==> src/rtl/obsidian_hazard_scoreboard.sv <==
// Hazard scoreboard for the Obsidian 5-stage pipeline: per-register pending-write
// counters fed by Decode issues and WB_ID retires, producing the Decode stall.
module obsidian_hazard_cnt #(
  parameter int CNT_W = 2
) (
  input  logic             clk,
  input  logic             rst_n,
  input  logic             flush,
  input  logic             inc,
  input  logic             dec,
  output logic [CNT_W-1:0] cnt,
  output logic             busy,
  output logic             err
);
  logic [CNT_W-1:0] cnt_nxt;

  // A retire against an empty counter is a bookkeeping error, unless flush drops it.
  assign err = dec & ~flush & (cnt == '0);

  always_comb begin
    cnt_nxt = cnt;
    if (flush)                         cnt_nxt = '0;
    else if (inc & ~dec)               cnt_nxt = cnt + 1'b1;
    else if (dec & ~inc & (cnt != '0)) cnt_nxt = cnt - 1'b1;
  end

  always_ff @(posedge clk or negedge rst_n) begin
    if (!rst_n) begin
      cnt  <= '0;
      busy <= 1'b0;
    end else begin
      cnt  <= cnt_nxt;
      busy <= |cnt_nxt;
    end
  end
endmodule

module obsidian_hazard_scoreboard #(
  parameter int NREGS     = 32,
  parameter int CNT_W     = 2,
  parameter int WB_BYPASS = 1,
  parameter int PERF_W    = 16
) (
  input  logic              clk,
  input  logic              rst_n,
  input  logic              iss_valid,
  input  logic [4:0]        iss_rs1,
  input  logic [4:0]        iss_rs2,
  input  logic              iss_use_rs1,
  input  logic              iss_use_rs2,
  input  logic              iss_wr,
  input  logic [4:0]        iss_rd,
  input  logic [37:0]       WB_ID,
  input  logic              flush,
  output logic              stall,
  output logic [NREGS-1:0]  busy_map,
  output logic              retire_err,
  output logic [PERF_W-1:0] stall_cycles
);
  localparam logic [CNT_W-1:0] CNT_MAX = '1;
  localparam logic [CNT_W-1:0] CNT_ONE = CNT_W'(1);
  localparam logic             BYP_EN  = (WB_BYPASS != 0);

  logic [NREGS-1:0][CNT_W-1:0] cnt;
  logic [NREGS-1:0]            err_vec;
  logic [4:0]                  ret_rd;
  logic                        ret, byp1, byp2, hz1, hz2, sat, inc_any;
  logic                        unused_wb_data;

  assign ret_rd         = WB_ID[36:32];
  assign ret            = WB_ID[37] & (ret_rd != '0);
  assign unused_wb_data = ^WB_ID[31:0];

  // The last pending write retiring this cycle is visible to the reader right away.
  assign byp1 = BYP_EN & ret & (ret_rd == iss_rs1) & (cnt[iss_rs1] == CNT_ONE);
  assign byp2 = BYP_EN & ret & (ret_rd == iss_rs2) & (cnt[iss_rs2] == CNT_ONE);

  assign hz1 = iss_use_rs1 & (iss_rs1 != '0) & (cnt[iss_rs1] != '0) & ~byp1;
  assign hz2 = iss_use_rs2 & (iss_rs2 != '0) & (cnt[iss_rs2] != '0) & ~byp2;
  assign sat = iss_wr & (iss_rd != '0) & (cnt[iss_rd] == CNT_MAX);

  assign stall   = iss_valid & (hz1 | hz2 | sat);
  assign inc_any = iss_valid & ~stall & ~flush & iss_wr & (iss_rd != '0);

  for (genvar r = 0; r < NREGS; r++) begin : g_reg
    obsidian_hazard_cnt #(.CNT_W(CNT_W)) u_cnt (
      .clk   (clk),
      .rst_n (rst_n),
      .flush (flush),
      .inc   (inc_any & (iss_rd == 5'(r))),
      .dec   (ret & (ret_rd == 5'(r))),
      .cnt   (cnt[r]),
      .busy  (busy_map[r]),
      .err   (err_vec[r])
    );
  end

  always_ff @(posedge clk or negedge rst_n) begin
    if (!rst_n) begin
      retire_err   <= 1'b0;
      stall_cycles <= '0;
    end else begin
      if (|err_vec) retire_err <= 1'b1;
      if (stall && (stall_cycles != '1)) stall_cycles <= stall_cycles + 1'b1;
    end
  end
endmodule

==> config.mk <==
export PLATFORM = sky130hd
export DESIGN_NAME = obsidian_hazard_scoreboard
export DESIGN_NICKNAME = d
export VERILOG_FILES = /design/src/rtl/obsidian_hazard_scoreboard.sv
export SDC_FILE = /design/constraint.sdc
export NUM_CORES = 1
export LEC_CHECK = 0
export BUFFER_PORTS_ARGS = -buffer_cell sky130_fd_sc_hd__buf_2
export CORE_ASPECT_RATIO = 1.75
export CORE_UTILIZATION = 45
export DETAILED_ROUTE_END_ITERATION = 6
export GPL_ROUTABILITY_DRIVEN = 1
export HOLD_SLACK_MARGIN = 0.03
export PLACE_DENSITY = 0.61
export SYNTH_ARGS = -nofsm -noshare
export SYNTH_HDL_FRONTEND = slang
export SYNTH_HIERARCHICAL = 1
export SYNTH_SLANG_ARGS = --single-unit
==> constraint.sdc <==
create_clock -name clk -period 6.7 [get_ports clk]
set_input_delay 0.67 -clock clk [delete_from_list [all_inputs] [get_ports clk]]
set_output_delay 0.67 -clock clk [all_outputs]
set_load 0.01 [all_outputs]
== Word-level counts from Yosys, hierarchy flattened ==
Cells that the tools add are included.
Operators by class
  eq/ne operators: 68
  $add $sub $neg: 65
  muxes and demuxes: 102
  bitwise logic cells: 312
  reductions and logical operators: 106
  order comparisons: 3
Operators with widths (count)
  $and 1x1->1: 242
  $mux 2: 99
  $eq 5x5->1 const B: 32
  $eq 5x4->1 const B: 16
  $not 1->1: 68
  $reduce_bool 2->1: 34
  $add 2x1->2 const B: 32
  $logic_not 2->1: 32
  $reduce_or 2->1: 32
  $sub 2x1->2 const B: 32
  $eq 5x3->1 const B: 8
  $reduce_or 32->1: 1
  $bmux 2 s5: 3
  $eq 5x2->1 const B: 4
  $reduce_bool 5->1: 4
  $lt 5x6->1 const B: 3
  $add 16x1->16 const B: 1
  $ne 16x16->1 const B: 1
  $eq 5x1->1 const B: 2
  $eq 5x5->1: 2
  $logic_not 5->1: 2
  $eq 2x1->1 const B: 2
  $eq 2x2->1 const B: 1
  $or 1x1->1: 2
  $logic_and 1x1->1: 1
Storage, ports and cells
  word-level logic and storage cells: 722
  output and inout bits: 50
  flip-flop bits (word level): 113
  input port bits: 60

== Logic depth before layout (Yosys ltp) ==
  word-level depth: 22
  gate-level depth with buffers: 15

== Modules after synthesis ==
Netlist, hierarchy kept.
Modules (own cells, without submodules)
  obsidian_hazard_cnt: area an instance 224.0 um^2, cells an instance 25, instances 32
  obsidian_hazard_scoreboard: area an instance 3103.0 um^2, cells an instance 376, instances 1

== Worst setup path after synthesis ==
Ideal clock, no wire load.
  path kind: input-to-reg
  start: in iss_rs2[1]
  end: reg g_reg[10].u_cnt.cnt[0]
  arrival: 3719 ps
  setup slack: 2856 ps
  data required time: 6575 ps
  cell stages on the path: 15
  library setup time: 125 ps
  cells stage by stage: buf_6 -> buf_2 -> mux4_2 -> mux2i_1 -> nand3_1 -> o41ai_1 -> a21o_1 -> and4_4 -> buf_6 -> nand4b_4 -> buf_2 -> nor4_1 -> nor2_1 -> mux2i_1 -> mux2_2
Between the ends
  cells in the longest elaborated chain, start to end: 21
  elaborated cells between the ends (all ways): 28
  classes of those cells: 2 x eq/ne; 5 x mux; 19 x bitwise; 2 x reduce/logical
Ends and longest elaborated chain
  start: declaration: line 48  | input logic [4:0] iss_rs2,
  $bmux 2 s5: line 76, 79
  $mux 2 (not written as such): line 76, 79
  $eq 2x1->1: line 76  | assign byp2 = BYP_EN & ret & (ret_rd == iss_rs2) & (cnt[iss_rs2] == CNT_ONE);
  $and 1x1->1: line 76
  $not 1->1: line 79  | assign hz2 = iss_use_rs2 & (iss_rs2 != '0) & (cnt[iss_rs2] != '0) & ~byp2;
  $and 1x1->1 *: line 79
  $or 1x1->1 * (2 in a row): line 82  | assign stall = iss_valid & (hz1 | hz2 | sat);
  $and 1x1->1 *: line 82
  $not 1->1 *: line 83  | assign inc_any = iss_valid & ~stall & ~flush & iss_wr & (iss_rd != '0);
  $and 1x1->1 * (4 in a row): line 83
  $and 1x1->1 *: line 90  | .inc (inc_any & (iss_rd == 5'(r))),
  $not 1->1: line 24  | else if (dec & ~inc & (cnt != '0)) cnt_nxt = cnt - 1'b1;
  $and 1x1->1 (2 in a row): line 24
  $mux 2: line 24
  $mux 2 *: line 23  | else if (inc & ~dec) cnt_nxt = cnt + 1'b1;
  $mux 2 *: line 22  | if (flush) cnt_nxt = '0;
  named net g_reg[10].u_cnt.cnt_nxt[0]: line 15  | logic [CNT_W-1:0] cnt_nxt;
  end signal: assignment: line 32  | cnt <= cnt_nxt;
  end: declaration: line 11  | output logic [CNT_W-1:0] cnt,
Mark *: on every way through the listed nets, which the timed path passes. The rest lies on a longest branch. The select of a mux whose other input is x is not followed.
A chain may end at the register's enable or synchronous reset.

== Worst setup path after layout ==
  start: in iss_rs2[1]
  end: reg g_reg[26].u_cnt.cnt[0]
Between the ends
  cells in the longest elaborated chain, start to end: 21
  elaborated cells between the ends (all ways): 28
  classes of those cells: 2 x eq/ne; 5 x mux; 19 x bitwise; 2 x reduce/logical
Ends and longest elaborated chain (line)
  $bmux 2 s5: 76, 79
  $mux 2 (not written as such): 76, 79
  $eq 2x1->1: 76
  $and 1x1->1: 76
  $not 1->1: 79
  $and 1x1->1 *: 79
  $or 1x1->1 * (2 in a row): 82
  $and 1x1->1 *: 82
  $not 1->1 *: 83
  $and 1x1->1 * (4 in a row): 83
  $and 1x1->1 *: 90
  $not 1->1: 24
  $and 1x1->1 (2 in a row): 24
  $mux 2: 24
  $mux 2 *: 23
  $mux 2 *: 22
  named net g_reg[26].u_cnt.cnt_nxt[0]: 15
  end signal: assignment: 32
  end: declaration: 11
Marks and branches as above.

==> flow_summary_export.csv <==
group,metric,value,unit
sta,fmax,210,MHz
setup_path,crit_slowest_cell,"nor4_1",
final_layout,nets,1327,
cts,postCtsHoldBufs,0,
synth,ys_warn_count,6,
grt,grt_overflow,0,
sta,finalSetupTns,0,ns
die,die_h,202,um
sta,hold_viol,0,
cts,postCtsSetupBuffers,0,
routing,wl_met1,11700,um
placed_design,port_buffers,77,
routing,num_vias,9527,
setup_path,cp_cell_sequence,"buf_2 -> mux4_1 -> mux2i_1 -> nand3_1 -> o41ai_1 -> a21o_1 -> and4_4 -> nand4b_4 -> nor4_1 -> nor2_1 -> mux2i_1 -> mux2_2",
placed_design,place_congestion,0.887,
synth,syn_inst,1176,
setup_path,cp-end-kind,"register",
pwr,p_clk_share,46.8,%
min_path,hold_class,"in -> async",
routing,dr_wl_met3,1520,um
cts,clk_path_buf_depth,2,
synth,synth_sequential_area_ratio,27.5,%
synth,synthMuxAreaShare,15.3,%
outcome,status,"completed",
setup_path,arrival,5.10,ns
routing,drt_wl_total,29500,um
cts,h-tree-depth,4,
job,cap_violations,0,
setup_path,setup.worst_path.start_class,"input port",
sta,fin_skew,0.00863,ns
cts,cts_tree,"built",
routing,via_per_inst,6.18,
sta,period_share,71.2,%
setup_path,reg2regPathDepth,11,
setup_path,critPathMaxStageDelay,0.98,ns
sta,maxSlewViolCount,0,
pwr,switching_share,28.3,%
sta,rsz0062_at_grt,"false",
die,io_pins,110,
cts,cts_root_buf,"clkbuf_16",
synth,synth_ff_type,"dfrtp_1",
final_layout,final_cell_mix,"nor2_1 (168), dfrtp_1 (113), nand2_1 (78), buf_2 (75), nor4_1 (73)",
sta,setup_viol,0,
die,rows,72,
pwr,leakage,4.56,nW
synth,synth-compound-area-share,11.6,%
cts,clk_pin_slew_worst_paths,0.05,ns
routing,drtIter0Drc,561,
final_layout,area_growth_syn_to_layout,9.27,%
pwr,p_switching,0.000536,W
routing,wl_per_cell,19.1,um
synth,async_reset_ff_share,100,%
sta,timing.final.crit_period,4.77,ns
pwr,sequentialPowerShare,38.9,%
pwr,peakVddDrop,0.129,mV
pwr,p_per_area,168,mW/mm2
synth,synth-simple-area-share,31.5,%
final_layout,final_common_cell,"nor2_1",
cts,numCtsBuffers,17,
synth,synth_top_family_by_area,"simple AND/OR/NAND/NOR gates",
synth,ys_ff_latch,113,
synth,synth.distinct_cells,56,
setup_path,crit_fanout,31,
synth,synth_xor_area_share,2.13,%
grt,grt_util_all_layers,26.0,%
cts,cts_sinks,113,
placed_design,hpwl,20800,um
cts,clk_latency,0.45,ns
die,dieArea,0.0235,mm2
synth,syn-cell-area,0.0103,mm2
routing,top_layer,"met4",
die,die-width,116,um
die,core,0.0223,mm2
setup_path,path_common_cell,"mux2i_1",
routing,dr.pass1.iters,5,
pwr,p_comb_share,14.3,%
routing,ant_nets,0,
synth,avgSynthCellArea,8.73,um2
final_layout,utilization,50.4,%
die,start_util,46.2,%
cts,post_cts_resized,0,
grt,grt_pass1_vias,9062,
sta,max_slew_margin,26.1,%
pwr,internal_power,0.00135,W
routing,drc,0,
grt,antenna_found_initial,0,
synth,synthAdderAreaFrac,4.02,%
sta,tightest_slew,1.10,ns
final_layout,drive_above_1_share,15.6,%
grt,grt_start_max_net_pins,73,
setup_path,cp.required,7.03,ns
synth,synth-edff-count,0,
routing,wl_met2,15100,um
grt,grt_pass1_wl,46800,um
setup_path,worstSetupPathType,"in -> reg",
[final timing paths]
check                      slack, ns                    from                     end
min                             0.32                   rst_n     g_reg[2].u_cnt/busy
max reg2reg                     2.28  g_reg[19].u_cnt/cnt[1]  g_reg[26].u_cnt/cnt[0]
min reg2reg                     0.48        stall_cycles[12]        stall_cycles[12]
min in group clk                0.48        stall_cycles[12]        stall_cycles[12]
max in group asynchronous       5.10                   rst_n  g_reg[21].u_cnt/cnt[0]
max                             1.93              iss_rs2[1]  g_reg[26].u_cnt/cnt[0]
[cell type report]
class                           count  area [um2]
Fill cell                        2205       11000
Multi-Input combinational cell    938        6670
Sequential cell                   113        2830
Timing Repair Buffer               97         541
Clock buffer                       25         505
Tap cell                          296         370
Inverter                           67         251
Clock inverter                      5        52.6
Antenna cell                        1        2.50
[power groups by stage]
stage / logic, W / clock network [W] / registers (W)
floorplan: 0.000166 / 0 / 0.000751
global placement: 0.000266 / 0 / 0.000747
detailed placement: 0.000269 / 0 / 0.000748
CTS: 0.000270 / 0.000905 / 0.000736
global route: 0.000297 / 0.000933 / 0.000741
finish: 0.000270 / 0.000884 / 0.000736
[Yosys cell counts, types with 3 or more instances]
| library cell | instances | share of area (%) |
|---|---|---|
| nor2_1 | 168 | 6.1 |
| dfrtp_1 | 113 | 28 |
| nand2_1 | 78 | 2.9 |
| nor4_1 | 73 | 4.4 |
| inv_1 | 66 | 2.4 |
| mux2i_1 | 65 | 6.3 |
| nor4b_1 | 64 | 5.5 |
| nor2b_1 | 39 | 2.4 |
| o21ai_0 | 39 | 1.9 |
| nor3_1 | 35 | 1.7 |
| a21oi_1 | 34 | 1.7 |
| buf_6 | 34 | 3.7 |
| ha_1 | 33 | 4.0 |
| mux2_2 | 33 | 3.6 |
| a211oi_1 | 32 | 2.3 |
| nand4b_1 | 32 | 2.7 |
| o311a_1 | 32 | 3.1 |
| or3_1 | 32 | 1.9 |
| mux4_2 | 22 | 4.8 |
| xor2_1 | 18 | 1.5 |
| nand3_1 | 17 | 0.83 |
| clkbuf_1 | 15 | 0.55 |
| o22ai_1 | 12 | 0.73 |
| a22oi_1 | 11 | 0.80 |
| buf_2 | 9 | 0.44 |
| nor3_2 | 7 | 0.68 |
| xnor2_1 | 7 | 0.60 |
| nand2b_1 | 6 | 0.37 |
| and3_1 | 5 | 0.30 |
| buf_1 | 4 | 0.15 |
| nand4_1 | 4 | 0.24 |
| o21bai_1 | 4 | 0.29 |
| or2_2 | 3 | 0.18 |
[sequential cells by signal (all words and copies together) (netlist names)]
name,cells
g.u_cnt/cnt,64
stall_cycles,16
g.u_cnt/busy,32
retire_err,1
[layer usage]
| layer | GRT usage (%) | vias to the layer above |
|---|---|---|
| met2 | 45.2 | 303 |
| met3 | 5.37 | 69 |
| li1 | - | 4523 |
| met4 | 13.5 | 0 |
| met5 | 0 | - |
| met1 | 29.4 | 4632 |
[logic make-up (layout without fill, tap and decap cells)]
logic type,count (synthesis),after routing
DFF,113,113
buffers and inverters,133,194
other,1,10
and+or+nand+nor,574,574
AOI/OAI and AO/OA,175,175
muxes,122,122
xor gates and xnor gates,25,25
adders and majority gates,33,33
[worst max-delay path, delay by kind of cell]
| kind | cells | cell delay (ns) |
|---|---|---|
| and+or+nand+nor | 5 | 2.19 |
| AOI/OAI and AO/OA | 2 | 0.28 |
| buffers and inverters | 1 | 0.51 |
| muxes | 4 | 1.43 |
[per-stage QoR]
stage / area (um2) / power (W) / instances / setup WS [ns] / hold slack, ns
2_1_floorplan: 10300 / 0.000917 / 1184 / 2.86 / 0.374
4_1_cts: 11200 / 0.00191 / 1541 / 2.01 / 0.348
3_3_place_gp: 10700 / 0.00101 / 1511 / 1.62 / 0.467
5_1_grt: 11200 / 0.00197 / 1541 / 1.72 / 0.392
6_report: 11200 / 0.00189 / 1542 / 1.93 / 0.317
3_5_place_dp: 10700 / 0.00102 / 1511 / 1.53 / 0.470
(Power assumes the default switching activity.)
